### config.mk
export PLATFORM = sky130hd
export DESIGN_NAME = ecr_file
export DESIGN_NICKNAME = d
export VERILOG_FILES = /design/src/rtl/ecr_file.sv
export SDC_FILE = /design/constraint.sdc
export NUM_CORES = 1
export LEC_CHECK = 0
export ABC_AREA = 0
export CORE_AREA = 2 2 137 139
export CTS_CLUSTER_SIZE = 10
export DETAILED_ROUTE_END_ITERATION = 7
export DIE_AREA = 0 0 139 141
export GPL_TIMING_DRIVEN = 0
export PLACE_DENSITY = 0.66
export SYNTH_ARGS = -nofsm -noshare
export SYNTH_HDL_FRONTEND = slang
export SYNTH_SLANG_ARGS = --single-unit
export TNS_END_PERCENT = 10
### constraint.sdc
create_clock -name clk -period 6.6 [get_ports clk]
set_input_delay 0.99 -clock clk [delete_from_list [all_inputs] [get_ports clk]]
set_output_delay 0.99 -clock clk [all_outputs]
set_load 0.05 [all_outputs]
### src/rtl/ecr_file.sv
// rtl/ecr_file.sv - branch-resolution ECR state file with rollback, allocation and predictor training
module ecr_file #(
  parameter  int NUM_ECRS = 2,
  parameter  int NUM_SICS = 4,
  localparam int ECR_W    = (NUM_ECRS > 1) ? $clog2(NUM_ECRS) : 1
) (
  input  logic              clk,
  input  logic              rst_n,
  input  logic              upd_wen,
  input  logic [ECR_W-1:0]  upd_addr,
  input  logic              upd_do_reset,
  input  logic [1:0]        upd_reset_data,
  input  logic              upd_do_bpinfo,
  input  logic [31:0]       upd_bpinfo_pc,
  input  logic              upd_bpinfo_pred_taken,
  input  logic              upd_do_altpc,
  input  logic [31:0]       upd_altpc_pc,
  input  logic              sic_res_valid [NUM_SICS],
  input  logic [ECR_W-1:0]  sic_res_ecr   [NUM_SICS],
  input  logic              sic_res_taken [NUM_SICS],
  input  logic              sic_dep_valid [NUM_SICS],
  input  logic [1:0]        sic_dep_ecr   [NUM_SICS],
  output logic              alloc_avail,
  output logic [ECR_W-1:0]  alloc_id,
  output logic              rollback_valid,
  output logic [ECR_W-1:0]  rollback_id,
  output logic [31:0]       rollback_target_pc,
  output logic              in_use        [NUM_ECRS],
  output logic [1:0]        ecr_monitor   [NUM_ECRS],
  output logic              bp_upd_valid,
  output logic [31:0]       bp_upd_pc,
  output logic              bp_upd_taken
);

  typedef enum logic [1:0] {
    PEND = 2'b00,
    DONE = 2'b01,
    MISP = 2'b10
  } ecr_state_e;

  ecr_state_e  state     [NUM_ECRS];
  ecr_state_e  nstate    [NUM_ECRS];
  logic [31:0] pc        [NUM_ECRS];
  logic [31:0] altpc     [NUM_ECRS];
  logic        pred      [NUM_ECRS];
  logic        applied   [NUM_ECRS];
  logic        res_taken [NUM_ECRS];
  logic        ack;
  logic        train_valid;
  logic        train_taken;
  logic [31:0] train_pc;

  always_comb begin
    for (int e = 0; e < NUM_ECRS; e++) begin
      in_use[e] = 1'b0;
      ecr_monitor[e] = state[e];
      for (int s = 0; s < NUM_SICS; s++)
        if (sic_dep_valid[s] && int'(sic_dep_ecr[s]) == e) in_use[e] = 1'b1;
    end
  end

  // Descending scans so the lowest matching index is the last one assigned.
  always_comb begin
    alloc_avail        = 1'b0;
    alloc_id           = '0;
    rollback_valid     = 1'b0;
    rollback_id        = '0;
    rollback_target_pc = '0;
    for (int e = NUM_ECRS - 1; e >= 0; e--) begin
      if (state[e] == DONE && !in_use[e]) begin
        alloc_avail = 1'b1;
        alloc_id    = ECR_W'(e);
      end
      if (state[e] == MISP) begin
        rollback_valid     = 1'b1;
        rollback_id        = ECR_W'(e);
        rollback_target_pc = altpc[e];
      end
    end
  end

  assign ack = upd_wen && upd_do_reset && upd_reset_data == 2'b01 &&
               rollback_valid && upd_addr == rollback_id;

  // A resolution lands only on a PEND entry that is neither re-seeded by issue nor flushed.
  always_comb begin
    for (int e = 0; e < NUM_ECRS; e++) begin
      logic hit;
      hit          = 1'b0;
      res_taken[e] = 1'b0;
      for (int s = NUM_SICS - 1; s >= 0; s--)
        if (sic_res_valid[s] && int'(sic_res_ecr[s]) == e) begin
          hit          = 1'b1;
          res_taken[e] = sic_res_taken[s];
        end
      applied[e] = hit && state[e] == PEND && !ack &&
                   !(upd_wen && upd_do_reset && int'(upd_addr) == e);
      nstate[e] = state[e];
      if (applied[e])
        nstate[e] = (res_taken[e] == pred[e]) ? DONE : MISP;
      if (ack)
        nstate[e] = DONE;
      if (upd_wen && upd_do_reset && int'(upd_addr) == e)
        nstate[e] = (upd_reset_data == 2'b11) ? DONE : ecr_state_e'(upd_reset_data);
    end
  end

  // The lowest SIC whose ECR accepts a resolution is necessarily the lowest for that ECR.
  always_comb begin
    train_valid = 1'b0;
    train_taken = 1'b0;
    train_pc    = '0;
    for (int s = NUM_SICS - 1; s >= 0; s--)
      for (int e = 0; e < NUM_ECRS; e++)
        if (sic_res_valid[s] && int'(sic_res_ecr[s]) == e && applied[e]) begin
          train_valid = 1'b1;
          train_taken = sic_res_taken[s];
          train_pc    = pc[e];
        end
  end

  always_ff @(posedge clk or negedge rst_n) begin
    if (!rst_n) begin
      for (int e = 0; e < NUM_ECRS; e++) begin
        state[e] <= DONE;
        pc[e]    <= '0;
        altpc[e] <= '0;
        pred[e]  <= 1'b0;
      end
      bp_upd_valid <= 1'b0;
      bp_upd_pc    <= '0;
      bp_upd_taken <= 1'b0;
    end else begin
      for (int e = 0; e < NUM_ECRS; e++) begin
        state[e] <= nstate[e];
        if (upd_wen && int'(upd_addr) == e) begin
          if (upd_do_bpinfo) begin
            pc[e]   <= upd_bpinfo_pc;
            pred[e] <= upd_bpinfo_pred_taken;
          end
          if (upd_do_altpc) altpc[e] <= upd_altpc_pc;
        end
      end
      bp_upd_valid <= train_valid;
      if (train_valid) begin
        bp_upd_pc    <= train_pc;
        bp_upd_taken <= train_taken;
      end
    end
  end

endmodule
* Word-level counts from Yosys, hierarchy flattened
Index checks and enable logic that the tools add are counted.
** Operators by class
- Shift-type cells :: 0
- Divide/modulo/power cells :: 0
- Multiply operators :: 0
- Bitwise operators :: 5
- Reduce and logical (&&, ||, !) cells :: 57
- Add/sub/neg operators :: 0
- Mux-type cells :: 65
- Equal/unequal tests :: 13
- Magnitude comparators :: 0
** Operators by type and width (count)
- 32-bit 2-to-1 mux :: 10
- 1-bit 2-to-1 mux :: 46
- 1-bit logical AND :: 40
- 2-bit 2-to-1 mux :: 9
- 2-bit equality test, second input constant :: 7
- 2-bit zero test :: 6
- 2-bit AND reduction :: 4
- 2-bit by 1-bit equality test with 1-bit output, second input constant :: 3
- 3-bit nonzero test :: 2
- 1-bit zero test :: 5
- 1-bit inverter :: 5
- 1-bit equality test :: 3
** Storage, ports and cells
- Latch bits :: 0
- Input port bits :: 98
- Logic and storage cells :: 151
- Memories :: 0
- Memory bits (read-only) :: 0
- Flip-flop bits (word level) :: 168
- Output and inout port bits :: 76
- RAM bits :: 0

* Logic depth before layout (Yosys ltp)
Gate-level depths: netlist of run 1.
- Depth in word-level cells :: 18
- Depth in mapped cells :: 9
- Gate-level depth less buffers :: 7

* Least setup slack after synthesis of run 1
OpenSTA, ideal clock, no wires.
- Path kind :: input to output
- Start :: in sic_dep_ecr[3] (netlist name)
- End :: out alloc_id
- Buffers on the path :: 0
- Data required time :: 5610 ps
- Slack :: 2661 ps
- Data arrival time :: 2949 ps
- Stages on the path :: 4
- Path through :: nand3b_1 -> nand4_1 -> or3b_2 -> nor2b_1
** RTL lines
- from (decl) :: RTL line 22 : input logic [1:0] sic_dep_ecr [NUM_SICS],
- to (decl) :: RTL line 24 : output logic [ECR_W-1:0] alloc_id,

* Worst setup path after layout of run 1
- Start :: reg state (netlist bit ecr_monitor[2])
- End :: out rollback_target_pc[16]
** On the way
- Cells in the longest elaborated chain, start to end :: 2
** RTL lines
- from (decl) :: RTL line 41 : ecr_state_e state [NUM_ECRS];
- from (signal, indexed assignment) :: RTL line 135 : state[e] <= nstate[e];
- 2-bit equality test :: RTL line 74 : if (state[e] == MISP) begin
- 32-bit 2-to-1 mux :: RTL line 74
- to (decl) :: RTL line 27 : output logic [31:0] rollback_target_pc,
Every way passes these cells.

==> impl_metrics.yaml, run 1 <==
setup_path:
  cp-start-kind: "flip-flop"
  r2r_slack_ns: 3.86
  r2r_cells: 8
  path_max_fanout: 10
  path_class: "reg -> out"
  crit_arrival_ns: 3.16
  setup.worst_path.end_class: "output pin"
  required_ns: 5.61
  r2r-end: "bp_upd_pc[10]"
  timing.rr.start: "ecr_monitor[2]"
floorplan:
  die_h_um: 141
  initial_core_util_pct: 39.2
  die_w_um: 139
  die-area_mm2: 0.0196
  ios: 174
  coreArea_mm2: 0.0183
  rows: 50
global_routing:
  track_usage_pct: 18.7
  antenna_found_initial: 1
  first_global_vias: 5572
  grt_pass1_wl_mm: 28.9
  grt_start_max_net_pins: 87
  overflow: 0
logic_synthesis:
  synth_area_per_cell_um2: 13.6
  synth_edf_count: 0
  synthArstFlopShare_pct: 100
  yosysWarnings: 0
  synth_mux_area_share_pct: 20.7
  yosys.area_share.simple_pct: 5.38
  ys.flop_type: "dfrtp_1"
  synth_compound_area_share_pct: 11.2
  synthXorXnorAreaFrac_pct: 0.245
  postSynthCellCount: 526
  synth_nets: 624
  seq_area_frac_synth_pct: 58.8
  ys_seq_elements: 168
  netlist_area_mm2: 0.00716
  synth_top_family_by_area: "multiplexers"
  yosysUniqueCellTypes: 45
  synth_adder_area_share_pct: 0
job:
  max-cap-violations: 0
sta:
  max_slew.worst_pin.slew_ns: 0.751
  hold_viol: 0
  finClkSkew_ns: 0.00717
  finalCriticalPeriod_ns: 4.15
  rsz0062_at_grt: "false"
  finalCritPeriodShare_pct: 62.9
  slew_violations: 0
  fmax_ghz: 0.241
  max_slew_margin_pct: 49.9
  report.final.setup_viol: 0
  setup_slack_ns: 2.45
routing:
  dr_total_vias: 5155
  ant_nets: 0
  via_per_inst: 5.34
  drtIter0Drc: 356
  avgRoutedWirePerCell_um: 18.5
  firstDrtPassIters: 6
  drc_errors: 0
  routed_wl_mm: 17.9
cts:
  clkTransAtPathRegs_ns: 0.06
  cts_resized: 0
  cts_tree: "yes"
  h-tree-depth: 4
  insertion_delay_ns: 0.41
  numCtsBuffers: 17
  post_cts_buffers: 0
  postCtsHoldBufs: 0
  cts.root.buffer_cell: "clkbuf_16"
  clock_sinks: 168
  cts.path.max_buffers: 2
power_and_ir_drop:
  p_leak_nw: 4.27
  vdd_ir_drop_max_mv: 0.257
  p_per_area_mw_per_mm2: 431
hold_path:
  min_path_type: "reg -> reg"
  whs_path_depth: 2
  min_from: "bp_upd_pc[31]"
  hold_end: "bp_upd_pc[31]"
final_layout:
  final_area_mm2: 0.00980
  syn_to_final_growth_pct: 36.9
  drive_gt1_share_pct: 23.8
  nets: 816
placed_design:
  numPortBuffers: 172
  place_ws_ns: 2.46
  gp_congestion: 0.905
  dpl.hpwl_mm: 12.9
  dpl_cell_area_mm2: 0.00920
status:
  outcome: "complete, no violations"
[synthesized netlist by cell type, types with 2 or more instances]
cell type,instances,area [um2]
buf_2,3,15.0
mux2i_1,2,20.0
nand2_1,14,52.6
xor2_1,2,17.5
o22ai_1,2,12.5
nand3_1,6,30.0
a21oi_1,9,45.0
buf_4,2,15.0
nand3b_1,5,37.5
a22o_1,32,280
a222oi_1,32,320
mux2_2,130,1460
dfrtp_1,166,4150
nor2_1,9,33.8
o21ai_0,2,10.0
nor2b_1,7,43.8
and2_1,2,12.5
nor3b_1,5,37.5
buf_1,8,30.0
nand2b_1,5,31.3
o32a_1,3,30.0
nand2_2,2,12.5
nand4_1,2,12.5
dfstp_2,2,52.6
a22oi_1,2,15.0
inv_1,36,135
clkbuf_1,15,56.3
nor3_1,4,20.0
[cells by family after synthesis]
kind of cell              after synthesis
muxes                                 132
xor gates and xnor gates                2
DFF                                   168
buffers and inverters                  65
and+or+nand+nor                        67
AOI/OAI and AO/OA                      92
[flip-flops by register name, summed over array words and instances (netlist names)]
signal and cells:
altpc 64, bp_upd_pc 32, bp_upd_taken 1, bp_upd_valid 1, ecr_monitor 4, pc 64
pred 2
[critical path, cell delays in order (launching register included)]
cell	delay (ns)
dfstp_2	0.58
nor2b_1	0.05
buf_2	0.18
nor2_1	0.42
clkbuf_1	0.46
a22o_1	0.22
clkdlybuf4s50_1	0.83
[placed cells by master (no fill, tap or decap), types with 14 or more instances in the layout]
cell / Yosys / routed
clkdlybuf4s50_1: 0 / 171
dfrtp_1: 166 / 166
mux2_2: 130 / 130
inv_1: 36 / 36
a22o_1: 32 / 32
a222oi_1: 32 / 32
clkbuf_1: 15 / 18
clkbuf_16: 0 / 17
nand2_1: 14 / 14
[report_power, final]
part / switching [mW] / total [mW] / internal (mW) / leakage, nW
clock network: 0.392 / 0.998 / 0.606 / 0.284
logic: 1.11 / 1.79 / 0.674 / 1.97
registers: 0.145 / 1.43 / 1.29 / 2.02
total: 1.65 / 4.22 / 2.57 / 4.27
[stage by stage]
step | std cells | power [mW] | util [%] | hold slack, ns | setup TNS (ns)
after floorplan | 526 | 2.60 | - | 0.471 | 0
after global placement | 932 | 3.21 | 50.2 | 0.472 | -296.19
after detailed placement | 933 | 3.25 | 50.4 | 0.474 | 0
after CTS | 964 | 4.26 | 53.6 | 0.489 | 0
after global routing | 965 | 4.42 | 53.7 | 0.514 | 0
final | 965 | 4.22 | 53.7 | 0.487 | 0
[worst max path at each step]
stage                         startpoint                     end  cells past startpoint
after floorplan           sic_dep_ecr[3]                alloc_id                      4
after global placement             rst_n           bp_upd_pc[28]                      1
after detailed placement  sic_dep_ecr[1]                alloc_id                      6
after CTS                 ecr_monitor[2]  rollback_target_pc[16]                      6
after global routing      ecr_monitor[2]  rollback_target_pc[11]                      6
final                     ecr_monitor[2]  rollback_target_pc[16]                      6
[cell type report]
type / instances / area [um2]
antenna: 1 / 2.50
buffer: 29 / 128
clock buffer: 21 / 450
clock inverter: 10 / 145
fill: 1558 / 8470
inverter: 36 / 135
multi-input combinational: 293 / 2690
sequential: 168 / 4210
tap: 234 / 293
timing repair buffer: 173 / 1750
[metal layers]
layer / wire length, um / track usage (%) / up-vias / share of wire [%]
met1: 7170 / 22.7 / 2636 / 40
met3: 970 / 4.65 / 15 / 5.4
li1: - / - / 2344 / -
met4: 266 / 5.85 / 0 / 1.5
met2: 9450 / 33.0 / 160 / 53
met5: 0 / 0 / - / 0
No activity file was read; power rests on OpenSTA's default activity.
==> inputs of run 2 (changes only) <==
- clock period: 6.6 -> 4.2 ns (I/O delays scaled with it)
==> results of run 2 <==
The final DEF is identical to that of run 1. Status: complete, no violations.
Main changes from that run: setup slack after placement 2.46 ns -> 0.677 ns; setup slack after layout 2.45 ns -> 0.410 ns; hold slack 0.487 ns -> 0.268 ns; register-to-register setup slack 3.86 ns -> 1.46 ns; total power 4.22 mW -> 6.63 mW; worst IR drop on VDD 0.257 mV -> 0.404 mV
==> inputs of run 3 (changes only) <==
- PLACE_DENSITY: 0.66 -> 0.65
==> run 3 against run 2 <==
Sequential power is essentially flat. Non-clock buffer count is the same. Clock-buffer cell count shrank 1. Total power shrank 0.21%.
==> impl_metrics.yaml, run 3 (synthesized netlist as in run 1, its figures left out) <==
final_layout:
  regArea_mm2: 0.00421
  final_common_cell: "clkdlybuf4s50_1"
  syn_to_final_growth_pct: 36.8
  drive_gt1_share_pct: 24.1
  multi_input_area_mm2: 0.00269
  n_fill_cell: 1558
  final_cell_mix: "clkdlybuf4s50_1 (171), dfrtp_1 (166), mux2_2 (130), inv_1 (36)"
  nets: 816
  reg_top3: "altpc (64), pc (64), bp_upd_pc (32)"
routing:
  routed_wl_mm: 17.9
  dr_total_vias: 5124
  drc_errors: 0
  firstDrtPassIters: 6
  ant_nets: 0
  via_per_inst: 5.30
  drtIter0Drc: 392
  avgRoutedWirePerCell_um: 18.6
setup_path:
  cp_num_cells: 6
  cp_slowest_cell: "clkdlybuf4s50_1"
  crit_buf_inv: 3
  setup.worst_path.end_class: "output pin"
  required_ns: 3.57
  crit_family: "buffers and inverters"
  crit_arrival_ns: 3.11
  r2r_cells: 8
  path_max_fanout: 10
  path_class: "reg -> out"
  critPathMaxStageDelay_ns: 0.83
  path_cells: "nor2b_1, buf_2, nor2_1, clkbuf_1, a22o_1, clkdlybuf4s50_1"
  cp-start-kind: "flip-flop"
sta:
  slew_violations: 0
  rsz0062_at_grt: "false"
  fmax_ghz: 0.267
  report.final.setup_viol: 0
  finalCritPeriodShare_pct: 89.1
  hold_viol: 0
  max_slew.worst_pin.slew_ns: 0.774
  setup_slack_ns: 0.456
  max_slew_margin_pct: 48.0
  finalCriticalPeriod_ns: 3.74
  finClkSkew_ns: 0.00760
placed_design:
  gp_congestion: 0.872
  numPortBuffers: 172
  dpl.hpwl_mm: 12.7
  place_ws_ns: 0.678
cts:
  h-tree-depth: 4
  cts_resized: 0
  postCtsHoldBufs: 0
  cts.path.max_buffers: 2
  post_cts_buffers: 0
  insertion_delay_ns: 0.42
  cts.root.buffer_cell: "clkbuf_16"
  clock_sinks: 168
  numCtsBuffers: 17
  clkTransAtPathRegs_ns: 0.06
  cts_tree: "yes"
floorplan:
  rows: 50
  die_h_um: 141
  die_w_um: 139
  die-area_mm2: 0.0196
  ios: 174
  coreArea_mm2: 0.0183
  initial_core_util_pct: 39.2
power_and_ir_drop:
  fin_total_pwr_mw: 6.62
  vdd_ir_drop_max_mv: 0.388
  p_leak_nw: 4.26
  p_per_area_mw_per_mm2: 676
global_routing:
  grt_start_max_net_pins: 107
  overflow: 0
  first_global_vias: 5504
  antenna_found_initial: 1
  track_usage_pct: 18.6
  grt_pass1_wl_mm: 28.8
status:
  outcome: "complete, no violations"
hold_path:
  min_path_type: "in -> async"
job:
  max-cap-violations: 0
-- run 3: changes by cell type in the layout (fill, tap and decap cells not counted) --
| cell | delta |
|---|---|
| inv_6 | +2 |
| bufinv_16 | -1 |
| clkbuf_1 | -1 |
| clkinv_2 | +1 |
| clkinv_4 | -1 |
| inv_8 | +1 |
-- run 3: metal layers --
| metal | wire length (um) | track usage (%) |
|---|---|---|
| met3 | 875 | 4.28 |
| met4 | 291 | 6.59 |
| met5 | 0 | 0 |
| met1 | 7520 | 23.2 |
| met2 | 9260 | 31.9 |
-- run 3: final cells by class --
class,instances,share of cell area (%)
clock buffer,20,4.56
buffer,29,1.30
timing repair buffer,173,17.9
multi-input combinational,293,27.5
antenna,1,0.0256
inverter,36,1.38
tap,234,2.99
clock inverter,12,1.43
sequential,168,43.0
-- run 3: report_power, final --
part           internal (mW)  total, mW  switching [mW]
sequential              2.02       2.25           0.229
combinational           1.06       2.82            1.76
clock                  0.901       1.55           0.646
-- run 3: worst paths after layout --
kind / startpoint / endpoint / slack [ns]
min in group clk: bp_upd_pc[2] / bp_upd_pc[2] / 0.49
worst max register to register: ecr_monitor[2] / bp_upd_pc[11] / 1.46
worst min register to register: bp_upd_pc[2] / bp_upd_pc[2] / 0.49
worst min-delay path: rst_n / altpc[36] / 0.19
worst max-delay path: ecr_monitor[2] / rollback_target_pc[19] / 0.46
max in group asynchronous: rst_n / bp_upd_valid / 3.06
-- run 3: stage by stage --
stage / utilization [%] / setup TNS [ns] / cells / area, um2 / hold slack [ns]
after floorplan: - / 0 / 526 / 7160 / 0.334
after global placement: 50.2 / -642.37 / 932 / 9170 / 0.473
after detailed placement: 50.4 / 0 / 933 / 9200 / 0.475
after CTS: 53.6 / 0 / 965 / 9790 / 0.200
after global routing: 53.6 / 0 / 966 / 9790 / 0.220
final: 53.6 / 0 / 966 / 9790 / 0.188
